`config.mk`:
```
export PLATFORM = sky130hd
export DESIGN_NAME = maxpool_l1
export DESIGN_NICKNAME = d
export VERILOG_FILES = /design/src/rtl/maxpool_l1.sv
export SDC_FILE = /design/constraint.sdc
export NUM_CORES = 1
export LEC_CHECK = 0
export CELL_PAD_IN_SITES_DETAIL_PLACEMENT = 0
export CELL_PAD_IN_SITES_GLOBAL_PLACEMENT = 1
export CORE_MARGIN = 3
export CORE_UTILIZATION = 30
export DETAILED_ROUTE_END_ITERATION = 6
export PLACE_DENSITY = 0.76
export SLEW_MARGIN = 10
export SYNTH_ARGS = -nofsm -noshare
export SYNTH_HDL_FRONTEND = slang
export SYNTH_SLANG_ARGS = --single-unit
```
`constraint.sdc`:
```
create_clock -name clk -period 2.6 [get_ports clk]
set_input_delay 0.26 -clock clk [delete_from_list [all_inputs] [get_ports clk]]
set_output_delay 0.26 -clock clk [all_outputs]
set_load 0.005 [all_outputs]
```
`src/rtl/maxpool_l1.sv`:
```
// maxpool_l1: 2x2 stride-2 max pooling of a 64x64 layer-0 map into a 32x32 layer-1 map
module maxpool_l1 #(
  parameter int DW = 20,
  parameter logic [2:0] L0_SEL = 3'b001,
  parameter logic [2:0] L1_SEL = 3'b011
) (
  input  logic                 clk,
  input  logic                 reset,
  input  logic                 start,
  output logic                 busy,
  output logic                 done,
  output logic                 crd,
  output logic [11:0]          caddr_rd,
  input  logic signed [DW-1:0] cdata_rd,
  output logic                 cwr,
  output logic [11:0]          caddr_wr,
  output logic signed [DW-1:0] cdata_wr,
  output logic [2:0]           csel
);
  typedef enum logic [2:0] {IDLE, RD0, RD1, RD2, RD3, CMP, WR, FIN} state_t;
  state_t state;
  logic [4:0] r, c, nr, nc;
  logic signed [DW-1:0] max_v, max_n;
  logic last;
  // running max against the word arriving this cycle; ties keep the held value
  assign max_n = (cdata_rd > max_v) ? cdata_rd : max_v;
  assign last = &{r, c};
  assign nc = c + 5'd1;
  assign nr = (&c) ? r + 5'd1 : r;
  // sequencer: every output is registered one cycle ahead of the state it belongs to
  always_ff @(posedge clk or negedge reset) begin
    if (!reset) begin
      state    <= IDLE;
      busy     <= 1'b0;
      done     <= 1'b0;
      crd      <= 1'b0;
      cwr      <= 1'b0;
      caddr_rd <= '0;
      caddr_wr <= '0;
      cdata_wr <= '0;
      csel     <= 3'b000;
      r        <= '0;
      c        <= '0;
      max_v    <= '0;
    end else begin
      case (state)
        IDLE: if (start) begin
          state    <= RD0;
          busy     <= 1'b1;
          r        <= '0;
          c        <= '0;
          crd      <= 1'b1;
          csel     <= L0_SEL;
          caddr_rd <= '0;
        end
        RD0: begin
          state    <= RD1;
          caddr_rd <= {r, 1'b0, c, 1'b1};
        end
        RD1: begin
          state    <= RD2;
          max_v    <= cdata_rd;
          caddr_rd <= {r, 1'b1, c, 1'b0};
        end
        RD2: begin
          state    <= RD3;
          max_v    <= max_n;
          caddr_rd <= {r, 1'b1, c, 1'b1};
        end
        RD3: begin
          state <= CMP;
          max_v <= max_n;
          crd   <= 1'b0;
          csel  <= 3'b000;
        end
        CMP: begin
          state    <= WR;
          max_v    <= max_n;
          cwr      <= 1'b1;
          csel     <= L1_SEL;
          caddr_wr <= {2'b00, r, c};
          cdata_wr <= max_n;
        end
        WR: begin
          cwr <= 1'b0;
          if (last) begin
            state <= FIN;
            busy  <= 1'b0;
            done  <= 1'b1;
            csel  <= 3'b000;
          end else begin
            state    <= RD0;
            r        <= nr;
            c        <= nc;
            crd      <= 1'b1;
            csel     <= L0_SEL;
            caddr_rd <= {nr, 1'b0, nc, 1'b0};
          end
        end
        FIN: begin
          state <= IDLE;
          done  <= 1'b0;
        end
        default: state <= IDLE;
      endcase
    end
  end
endmodule

```
# Word-level counts from Yosys, hierarchy flattened
# Cells that the tools add are included.
# op_classes
n_addsub	2
magnitude_cmp	1
reduce_logical	17
n_eq_ne	10
n_mux	24
# ops
cell	n
one-hot mux 12 bit (5 select lines)	1
one-hot mux 20 bit (2 select lines)	1
2-to-1 mux 12 bit	2
one-hot mux 3 bit (8 select lines)	1
> comparator 20 bit	1
2-to-1 mux 20 bit	1
2-to-1 mux 5 bit	4
one-hot mux 5 bit (2 select lines)	2
equality test 3 bit (second input constant)	4
one-hot mux 3 bit (4 select lines)	1
AND reduction 3 bit	4
adder 5 x 1 -> 5 bit (second input constant)	2
AND reduction 10 bit	1
nonzero test 2 bit	4
equality test 3 x 2 -> 1 bit (second input constant)	2
2-to-1 mux 3 bit	2
inequality test 2 bit (second input constant)	3
one-hot mux 1 bit (2 select lines)	3
2-to-1 mux 1 bit	5
AND reduction 5 bit	1
nonzero test 5 bit	1
AND reduction 2 bit	2
nonzero test 4 bit	1
equality test 3 x 1 -> 1 bit (second input constant)	1
other kinds (4)	4
# totals
reg_bits	82

# Depth between registers and ports, before layout
# Gate-level depths: netlist of the first run.
# logic_depth
depth_word	4
depth_mapped	10
mapped_depth_nobuf	10

# Worst setup path before layout of the first run
# OpenSTA, ideal clock, no wires.
# synth_timing
kind	flip-flop to flip-flop
start	reg max_v[19]
end	reg max_v[0]
arrival_time_ns	2.568
synth_period_minus_slack_ns	2.693
n_path_buf	1
required_time_ns	2.475
path_stages_with_launch	11
setup_ns	0.125
path_slack_ns	-0.093
path_cell_list	dfrtp_1 -> inv_1 -> ha_1 -> nand4_1 -> or4_1 -> a21o_1 -> a41oi_2 -> nor2_1 -> o31ai_2 -> buf_6 -> mux2_4
# synth_between
elab_chain_cells	3
# synth_rtl
element	line	source
start: declaration	23	logic signed [DW-1:0] max_v, max_n;
start signal: assignment	62	max_v <= cdata_rd;
start signal: assignment	67	max_v <= max_n;
start signal: assignment	72	max_v <= max_n;
> comparator 20 bit	26	assign max_n = (cdata_rd > max_v) ? cdata_rd : max_v;
2-to-1 mux 20 bit	26	
one-hot mux 20 bit (2 select lines)	46	case (state)
# No other way between the ends.
# A chain may end at the register's enable or synchronous reset.

# Worst setup path after layout of the first run
# layout_timing
start	in cdata_rd[13]
end	reg max_v[13]
# layout_between
elab_chain_cells	3
# layout_rtl
element	line	source
start: declaration	14	input logic signed [DW-1:0] cdata_rd,
> comparator 20 bit	26	
2-to-1 mux 20 bit	26	
one-hot mux 20 bit (2 select lines) *	46	
# Every way passes the cells marked *; elsewhere a longest branch is shown, timed or not.

==> results.txt, run 1 <==
status: finished with violations
violated checks: setup timing
fillers: 1268
Synth Instances: 403
max cap viols: 0
WL per Instance: 14.24 um
CTS tree: yes
Total Die Area: 0.01533 mm2
Hold Worst Slack: 0.1043 ns
Critical Path Max Stage Delay: 0.54 ns
root buf cell: clkbuf_16
# port buffers: 70
Setup WS pre-CTS: -0.5689 ns
Post-DP HPWL: 7124 um
# nets final: 562
Crit Reg-Reg Endpoint: max_v[13]
chip width: 123.8 um
worst-path cell chain: clkdlybuf4s50_1 -> ha_1 -> nand4_1 -> or4_4 -> a21o_1 -> nor4bb_4 -> o31ai_2 -> o31ai_4 -> buf_12 -> mux2_4
Final ANT Viol Nets: 0
CP required: 2.82 ns
layout cell share with drive strength beyond 1: 21.11%
most common cell after layout, fill and taps aside: dfrtp_1
top fanout value on the critical path: 14
Synth area leaders: dfrtp_1, mux2_4, ha_1
fin util: 43.52%
gpl congestion: 0.8241
Mapped Area: 0.004164 mm2
WP data arrival: 3.04 ns
Clock Power Share: 28.9%
Overflow after GRT: 0
pwr/cell area: 746.6 mW/mm2
final hold vios: 0
r2r startpoint: max_v[19]
Rel. slew slack: 31.49%
largest net degree at the start of global routing: 82
Inserted Diodes: 0
clk_lat worst skew: 0.34 ns
Post-synth ARST share: 100.0%
Synth Warn #: 0
Initial Util: 31.07%
Int Pwr: 3069 uW
DRC errors left: 0
CTS Buf Count: 9
cell taking the most area after synthesis: dfrtp_1
initial DRC count: 207
reg2reg setup slack: -0.21 ns
Least-Margin Pin Slew: 1.028 ns
clock buffer depth: 2
global-route wire length before repair: 16680 um
total power: 4354 uW
drt first pass iters: 4
RSZ-0062 raised after global routing: yes
Max VDD drop: 0.3576 mV
Vias/cell: 4.776
antenna violations before repair: 0
final setup fails: 39
area delta synth->final: 40.05%
Std-Cell Rows: 42
achievable clock frequency: 354.4 MHz
Post-Route Skew: 0.008427 ns
Slew Limit Fails: 0
final period utilization: 108.5%
vias in the first global route: 3379
Post-synth EDFFs: 0
leading cell types in the layout, fill and taps excluded: dfrtp_1, clkdlybuf4s50_1, buf_4
CP Launch Type: primary input
Worst Hold Class: primary input to async pin
top_reg_cell synth: dfrtp_1
Switch Pwr: 1285 uW
Synth Area per Inst: 10.33 um2
Gate power share: 34.5%
GRT Total Usage: 13.72%
height of the die: 123.8 um
slowest CP cell: or4_4
final wirelength: 9923 um
setup tns final: -5.576 ns
total clock sinks: 81
I/O Pins: 74
Lkg Pwr: 0.002731 uW
Core ar.: 0.01340 mm2
multi-input logic area: 0.001998 mm2
post-synth top area share: 48.68%
hold_buf cts: 0
clk slew on worst S/H paths: 0.07 ns
vias: 3329
Yosys reg bits: 81
Period minus WS final: 2.822 ns
Critical Setup Path Class: primary input to flip-flop
htree depth: 3
register area: 0.002027 mm2
Synth cell types: 43
register area share after synthesis: 48.68%
Worst Reg-to-Reg Cells: 10
crit end category: flip-flop
Reg power frac: 36.6%
sw frac: 29.50%
fin worst setup slack: -0.2217 ns
## state kept, by name, indices dropped and copies added, names as in the netlist
register  cells
cdata_wr     20
busy          1
done          1
cwr           1
caddr_rd     12
r             5
caddr_wr     10
crd           1
max_v        20
csel          2
state         3
c             5
## power by group through the flow
stage / Combinational, uW / Sequential, uW / Clock, uW
floorplan: 616 / 1610 / 0
global placement: 1270 / 1610 / 0
detailed placement: 1280 / 1610 / 0
CTS: 1490 / 1600 / 1300
global route: 1660 / 1620 / 1350
finish: 1500 / 1590 / 1260
## critical path: cells and delay by family
family	cells	cell delay, ns
AND/OR/NAND/NOR	3	0.87
multiplexers	1	0.30
AO/OA/AOI/OAI	3	0.62
buffers and inverters	2	0.65
adder cells (fa/ha/maj)	1	0.33
## layout make-up
cell class                 count  area share [%]
clock buffer                  11           4.334
clock inverter                 5          0.7724
inverter                      30           1.931
multi-input combinational    270           34.26
sequential                    81           34.76
tap                          176           3.776
timing repair buffer         124           20.17
## cell usage after synthesis (all sizes together), types with 3 or more instances
master	n
dfrtp	81
o31ai	3
ha	23
inv	30
a21oi	21
nor2	13
clkbuf	16
nand2	46
nand4	7
a22oi	3
nand3	19
mux2	25
nor3	5
o21ai	50
mux2i	21
a21o	6
a31oi	3
buf	8
## timing repair
action / 4_1_cts / 5_1_grt
pin swaps: 1 / 2
cloned: 1 / 0
buffers inserted: 3 / 3
endpoints found under the setup margin: 39 / 40
resized for setup: 15 / 8
## stage by stage
| step | std cells | cell area (um2) |
|---|---|---|
| after floorplan | 405 | 4199 |
| after global placement | 676 | 5398 |
| after detailed placement | 676 | 5398 |
| after CTS | 696 | 5802 |
| after global routing | 697 | 5832 |
| final | 697 | 5832 |
## layer usage
| metal | vias to the layer above | part of all wire, % | global-route usage [%] |
|---|---|---|---|
| li1 | 1653 | - | - |
| met1 | 1598 | 50 | 19.97 |
| met2 | 70 | 44 | 20.24 |
| met3 | 8 | 4.7 | 2.498 |
| met4 | 0 | 1.4 | 5.190 |
| met5 | - | 0 | 0 |
## cell families after synthesis
kind of cell | after synthesis | share of synthesized area (%)
AO/OA/AOI/OAI | 100 | 14.42
AND/OR/NAND/NOR | 98 | 10.61
flip-flops | 81 | 48.68
buffers and inverters | 54 | 5.679
multiplexers | 46 | 13.61
adder cells (fa/ha/maj) | 23 | 6.911
other | 1 | 0.09006
## worst max-delay path by stage
stage	depth (start not counted)	endpoint	start	slack, ns
detailed placement	10	max_v[5]	cdata_rd[19]	-0.57
global route	12	max_v[2]	max_v[19]	-0.37
CTS	10	max_v[2]	max_v[19]	-0.21
finish	10	max_v[13]	cdata_rd[13]	-0.22
global placement	10	max_v[4]	cdata_rd[18]	-0.55
floorplan	10	max_v[0]	max_v[19]	-0.06
(Power assumes the default switching activity.)
==> run 2, diff against run 1 <==
--- a/config.mk
+++ b/config.mk
@@ -7,6 +7,7 @@
 export LEC_CHECK = 0
 export CELL_PAD_IN_SITES_DETAIL_PLACEMENT = 0
 export CELL_PAD_IN_SITES_GLOBAL_PLACEMENT = 1
+export CORE_ASPECT_RATIO = 1.75
 export CORE_MARGIN = 3
 export CORE_UTILIZATION = 30
 export DETAILED_ROUTE_END_ITERATION = 6
==> run 2 against run 1 <==
The flow still finishes with violations (setup timing). Sequential share of layout area is 1.1 points lower. Setup slack better by 0.027 ns. Highest routed layer unchanged. Combinational power is 14% higher. Flip-flop and latch count stayed put. Final cell count is 0.72% higher. Non-clock buffer count is 7 higher. Critical path depth stayed put. Largest power group is now combinational logic. Clock power is 9% higher. Count of clock-buffer cells in the layout stayed put. Wire length is 10% higher. Utilization is 0.99 points higher.
==> results.txt, run 2 (synthesis gave the netlist of run 1 again) <==
DRC errors left: 0 (unchanged)
WP data arrival: 3.01 ns (-0.03 ns)
CTS Buf Count: 9 (unchanged)
fillers: 1276 (+0.63%)
antenna violations before repair: 0 (unchanged)
Initial Util: 30.79% (-0.28 points)
Critical Path Max Stage Delay: 0.57 ns (+0.03 ns)
clock buffer depth: 2 (unchanged)
CTS tree: yes
Worst path top cell family by delay: simple AND/OR/NAND/NOR gates
chip width: 95.06 um (-23%)
root buf cell: clkbuf_16
Final ANT Viol Nets: 0 (unchanged)
CP required: 2.81 ns (about the same)
Rel. slew slack: 30.43% (-1.1 points)
final hold vios: 0 (unchanged)
# port buffers: 70 (unchanged)
Least-Margin Pin Slew: 1.044 ns (+0.01590 ns)
RSZ-0062 raised after global routing: yes
initial DRC count: 130 (-37%)
Worst Hold Class: primary input to async pin
WL per Instance: 15.60 um (+9.6%)
slowest CP cell: or4_4
fin worst setup slack: -0.1946 ns (+0.02709 ns)
clk_lat worst skew: 0.34 ns (about the same)
Worst Reg-to-Reg Cells: 10 (unchanged)
layout cell share with drive strength beyond 1: 24.62% (+3.5 points)
Std-Cell Rows: 56 (+33%)
clk slew on worst S/H paths: 0.06 ns (about the same)
vias in the first global route: 3619 (+7.1%)
CP bufs+invs: 2 (unchanged)
register area: 0.002027 mm2 (unchanged)
hold_buf cts: 0 (unchanged)
Total Die Area: 0.01539 mm2 (+0.36%)
area delta synth->final: 44.56%
CP Launch Type: flip-flop
GRT Total Usage: 15.07% (+1.3 points)
Max VDD drop: 0.3580 mV (+0.11%)
gpl congestion: 0.8324 (+1.0%)
Inserted Diodes: 0 (unchanged)
total clock sinks: 81 (unchanged)
htree depth: 3 (unchanged)
final setup fails: 40 (+2.6%)
# nets final: 569 (+1.2%)
Post-DP HPWL: 8060 um (+13%)
final wirelength: 10950 um (+10%)
drt first pass iters: 4 (unchanged)
vias: 3405 (+2.3%)
crit end category: flip-flop
worst-path cell chain: inv_2 -> ha_4 -> nand4_1 -> or4_4 -> a21o_1 -> nor4bb_4 -> o31ai_2 -> o31ai_4 -> buf_12 -> mux2_4
I/O Pins: 74 (unchanged)
WP depth: 10 (unchanged)
dpl cell area: 0.005445 mm2 (+0.88%)
global-route wire length before repair: 17940 um (+7.6%)
leading cell types in the layout, fill and taps excluded: dfrtp_1, clkdlybuf4s50_1, buf_4
Setup WS pre-CTS: -0.5873 ns (-0.01841 ns)
Period minus WS final: 2.795 ns (-0.02709 ns)
largest registers: cdata_wr x20, max_v x20, caddr_rd x12
achievable clock frequency: 357.8 MHz (+0.97%)
Critical Setup Path Class: flip-flop to flip-flop
violated checks: setup timing
top fanout value on the critical path: 20 (+6)
most common cell after layout, fill and taps aside: dfrtp_1
max cap viols: 0 (unchanged)
pwr/cell area: 778.0 mW/mm2 (+4.2%)
Slew Limit Fails: 0 (unchanged)
multi-input logic area: 0.002106 mm2 (+5.4%)
Lkg Pwr: 0.002775 uW (+1.6%)
final period utilization: 107.5% (-1.0 points)
setup tns final: -5.609 ns (-0.03307 ns)
Core ar.: 0.01352 mm2 (+0.91%)
largest net degree at the start of global routing: 82 (unchanged)
Vias/cell: 4.850 (+1.6%)
Overflow after GRT: 0 (unchanged)
Post-Route Skew: 0.008561 ns (+0.0001336 ns)
height of the die: 161.9 um (+31%)
Hold Worst Slack: 0.1046 ns (+0.0002810 ns)
Design Area, Final: 0.006020 mm2 (+3.2%)
status: finished with violations
==> run 2: changes by cell type in the layout (fill, tap and decap cells not counted), moves of 3 or more <==
cell / before / now
mux2i_4: 1 / 4
mux2i_1: 19 / 15
dlygate4sd2_1: 2 / 5
inv_2: 1 / 5
ha_4: 2 / 7
buf_4: 48 / 52
inv_1: 29 / 25
ha_1: 21 / 16
==> run 2: per-stage QoR <==
stage / utilization, % / cells / total power, uW
2_1_floorplan: - / 405 / 2229
3_3_place_gp: 40.27 / 679 / 2949
3_5_place_dp: 40.27 / 679 / 2986
4_1_cts: 43.73 / 699 / 4558
5_1_grt: 44.51 / 702 / 4962
6_report: 44.51 / 702 / 4683
==> run 2: cell type report <==
class,count,share of cell area (%)
clock buffer,11,4.032
clock inverter,5,1.309
multi-input combinational,270,34.98
timing repair buffer,131,20.52
inverter,30,1.871
tap,174,3.617
sequential,81,33.67
==> run 2: worst reg2reg max path, cell delays in order (launching register included) <==
cell	delay, ns
dfrtp_1	0.37
inv_2	0.05
ha_4	0.26
nand4_1	0.13
or4_4	0.57
a21o_1	0.21
nor4bb_4	0.19
o31ai_2	0.25
o31ai_4	0.13
buf_12	0.19
mux2_4	0.31
==> run 2: report_power, final <==
group / leakage (uW) / internal (uW) / switching [uW]
Combinational: 0.00167 / 1030 / 682
Clock: 0.000159 / 866 / 504
Sequential: 0.000947 / 1470 / 136
Total: 0.00278 / 3360 / 1320
==> run 2: metal layers <==
layer  up-vias  GRT usage [%]  wire length [um]
li1       1657              -                 -
met1      1650          15.38              4015
met4         0          6.307               272
met3        22          3.012               388
met5         -              0                 0
met2        76          28.68              6277
==> run 2: final timing paths <==
path | end | slack (ns) | startpoint
max | max_v[18] | -0.19 | max_v[18]
max reg2reg | max_v[18] | -0.19 | max_v[18]
max in group asynchronous | crd | 1.82 | reset
min in group clk | max_v[16] | 0.38 | cdata_rd[16]
min reg2reg | cwr | 0.48 | cwr
min | caddr_wr[3] | 0.10 | reset
==> run 2: timing repair <==
item / 4_1_cts / 5_1_grt
setup buffers: 4 / 3
gates resized for setup: 26 / 15
gates cloned: 0 / 0
pin swaps: 2 / 3
setup endpoints to repair: 39 / 40
==> run 3, diff against run 2 <==
--- a/config.mk
+++ b/config.mk
@@ -10,7 +10,9 @@
 export CORE_ASPECT_RATIO = 1.75
 export CORE_MARGIN = 3
 export CORE_UTILIZATION = 30
+export CTS_BUF_LIST = sky130_fd_sc_hd__clkbuf_8
 export DETAILED_ROUTE_END_ITERATION = 6
+export HOLD_SLACK_MARGIN = 0.06
 export PLACE_DENSITY = 0.76
 export SLEW_MARGIN = 10
 export SYNTH_ARGS = -nofsm -noshare
==> run 3 against run 2 <==
Flip-flop and latch count unchanged. Clock skew up 0.0037 ns. Non-clock buffer count up 1. Critical path depth unchanged. Critical path type unchanged. Fmax up 0.32%. Wire length down 0.26%. The run still ends with setup timing left. Largest power group unchanged. Sequential power about the same. Sequential share of layout area up 0.56 points. Utilization down 0.73 points. Die area unchanged. Setup slack better by 0.0088 ns. Combinational power about the same.
==> results.txt, run 3 (synthesis gave the netlist of run 1 again) <==
antenna violations before repair: 0 (unchanged)
final hold vios: 0 (unchanged)
hold_buf cts: 0 (unchanged)
Gate power share: 39.1% (+2.6 points)
max cap viols: 0 (unchanged)
CP required: 2.84 ns (+0.03 ns)
Critical Setup Path Class: flip-flop to flip-flop
global-route wire length before repair: 17750 um (-1.1%)
WP data arrival: 3.03 ns (+0.02 ns)
status: finished with violations
clock buffer depth: 2 (unchanged)
# nets final: 570 (+0.18%)
Std-Cell Rows: 56 (unchanged)
Inserted Diodes: 0 (unchanged)
vias in the first global route: 3551 (-1.9%)
GRT Total Usage: 14.92% (-0.15 points)
top fanout value on the critical path: 20 (unchanged)
final setup fails: 40 (unchanged)
clk slew on worst S/H paths: 0.08 ns (+0.02 ns)
worst-path cell chain: inv_1 -> ha_4 -> nand4_1 -> or4_4 -> a21o_1 -> nor4bb_4 -> o31ai_2 -> o31ai_4 -> buf_12 -> mux2_4
CP Launch Type: flip-flop
Worst path top cell family by delay: simple AND/OR/NAND/NOR gates
r2r startpoint: max_v[18]
Int Pwr: 3036 uW (-9.7%)
final wirelength: 10930 um (-0.26%)
Rel. slew slack: 29.95% (-0.48 points)
Final ANT Viol Nets: 0 (unchanged)
total clock sinks: 81 (unchanged)
CP bufs+invs: 2 (unchanged)
RSZ-0062 raised after global routing: yes
CTS tree: yes
initial DRC count: 129 (-0.77%)
height of the die: 161.9 um (unchanged)
clk_lat worst skew: 0.36 ns (+0.02 ns)
drt first pass iters: 4 (unchanged)
final period utilization: 107.1% (-0.34 points)
htree depth: 3 (unchanged)
Post-DP HPWL: 8060 um (unchanged)
Crit Reg-Reg Endpoint: max_v[12]
Max VDD drop: 0.3295 mV (-8.0%)
Overflow after GRT: 0 (unchanged)
sw frac: 29.72% (+1.5 points)
Switch Pwr: 1284 uW (-2.9%)
achievable clock frequency: 359.0 MHz (+0.32%)
Total Die Area: 0.01539 mm2 (unchanged)
gpl congestion: 0.8324 (unchanged)
WP depth: 10 (unchanged)
Reg power frac: 37.0% (+2.8 points)
CTS Buf Count: 9 (unchanged)
Critical Path Max Stage Delay: 0.56 ns (about the same)
critical path capture point: max_v[12]
Initial Util: 30.79% (unchanged)
Period minus WS final: 2.786 ns (-0.008846 ns)
slowest CP cell: or4_4
CP startpoint: max_v[18]
WL per Instance: 15.54 um (-0.40%)
Post-Route Skew: 0.01227 ns (+0.003705 ns)
violated checks: setup timing
largest net degree at the start of global routing: 82 (unchanged)
Clock Power Share: 23.9% (-5.4 points)
reg2reg setup slack: -0.19 ns (about the same)
setup tns final: -5.018 ns (+0.5911 ns)
layout cell share with drive strength beyond 1: 24.39% (-0.24 points)
leading cell types in the layout, fill and taps excluded: dfrtp_1, clkdlybuf4s50_1, buf_4
pwr/cell area: 729.6 mW/mm2 (-6.2%)
fin worst setup slack: -0.1858 ns (+0.008846 ns)
root buf cell: clkbuf_8
Slew Limit Fails: 0 (unchanged)
vias: 3395 (-0.29%)
Core ar.: 0.01352 mm2 (unchanged)
most common cell after layout, fill and taps aside: dfrtp_1
Worst Reg-to-Reg Cells: 10 (unchanged)
area delta synth->final: 42.19%
Worst Hold Class: primary input to async pin
crit end category: flip-flop
# port buffers: 70 (unchanged)
chip width: 95.06 um (unchanged)
largest registers: cdata_wr x20, max_v x20, caddr_rd x12
Vias/cell: 4.829 (-0.44%)
fin util: 43.78% (-0.73 points)
Lkg Pwr: 0.002739 uW (-1.3%)
Least-Margin Pin Slew: 1.051 ns (+0.007242 ns)
I/O Pins: 74 (unchanged)
DRC errors left: 0 (unchanged)
## run 3: power by group through the flow
stage / clock [uW] / combinational [uW] / sequential, uW
global placement: 0 / 1330 / 1610
CTS: 1060 / 1560 / 1600
detailed placement: 0 / 1370 / 1620
finish: 1030 / 1690 / 1600
floorplan: 0 / 616 / 1610
global route: 1120 / 1850 / 1630
## run 3: what timing repair did
| item | CTS | global route |
|---|---|---|
| resized for setup | 22 | 14 |
| pin swaps | 2 | 4 |
| setup buffers | 5 | 3 |
| hold endpoints to repair | 0 | 0 |
| setup endpoints to repair | 37 | 40 |
## run 3: worst min-delay path by stage
stage               slack [ns]           to  depth (start not counted)
floorplan                -0.04         busy                          0
global placement          0.47          cwr                          2
detailed placement        0.47          cwr                          2
CTS                       0.12  cdata_wr[0]                          1
global route              0.17  cdata_wr[6]                          1
finish                    0.08  caddr_wr[3]                          1
## run 3: routing by layer
| metal | routed length [um] | global-route usage (%) |
|---|---|---|
| met1 | 4136 | 15.59 |
| met2 | 6093 | 27.62 |
| met3 | 380 | 3.058 |
| met4 | 314 | 6.899 |
| met5 | 0 | 0 |
## run 3: metrics by stage
stage                     cells  cell area (um2)  setup slack [ns]  hold slack [ns]  power, uW
after floorplan             405             4199          -0.05753         -0.03559       2229
after global placement      679             5445           -0.5355           0.4666       2949
after detailed placement    679             5445           -0.5873           0.4716       2986
after CTS                   700             5824           -0.1473           0.1218       4222
after global routing        703             5921           -0.3164           0.1682       4592
final                       703             5921           -0.1858          0.08150       4320
## run 3: final cells by class
cell class	count	area (um2)
fillers	1290	7602
clock buffers	10	137.6
clock inverters	6	82.58
multi-input cells	270	2106
well taps	174	217.7
inverters	30	112.6
repair buffers	132	1237
flip-flops and latches	81	2027
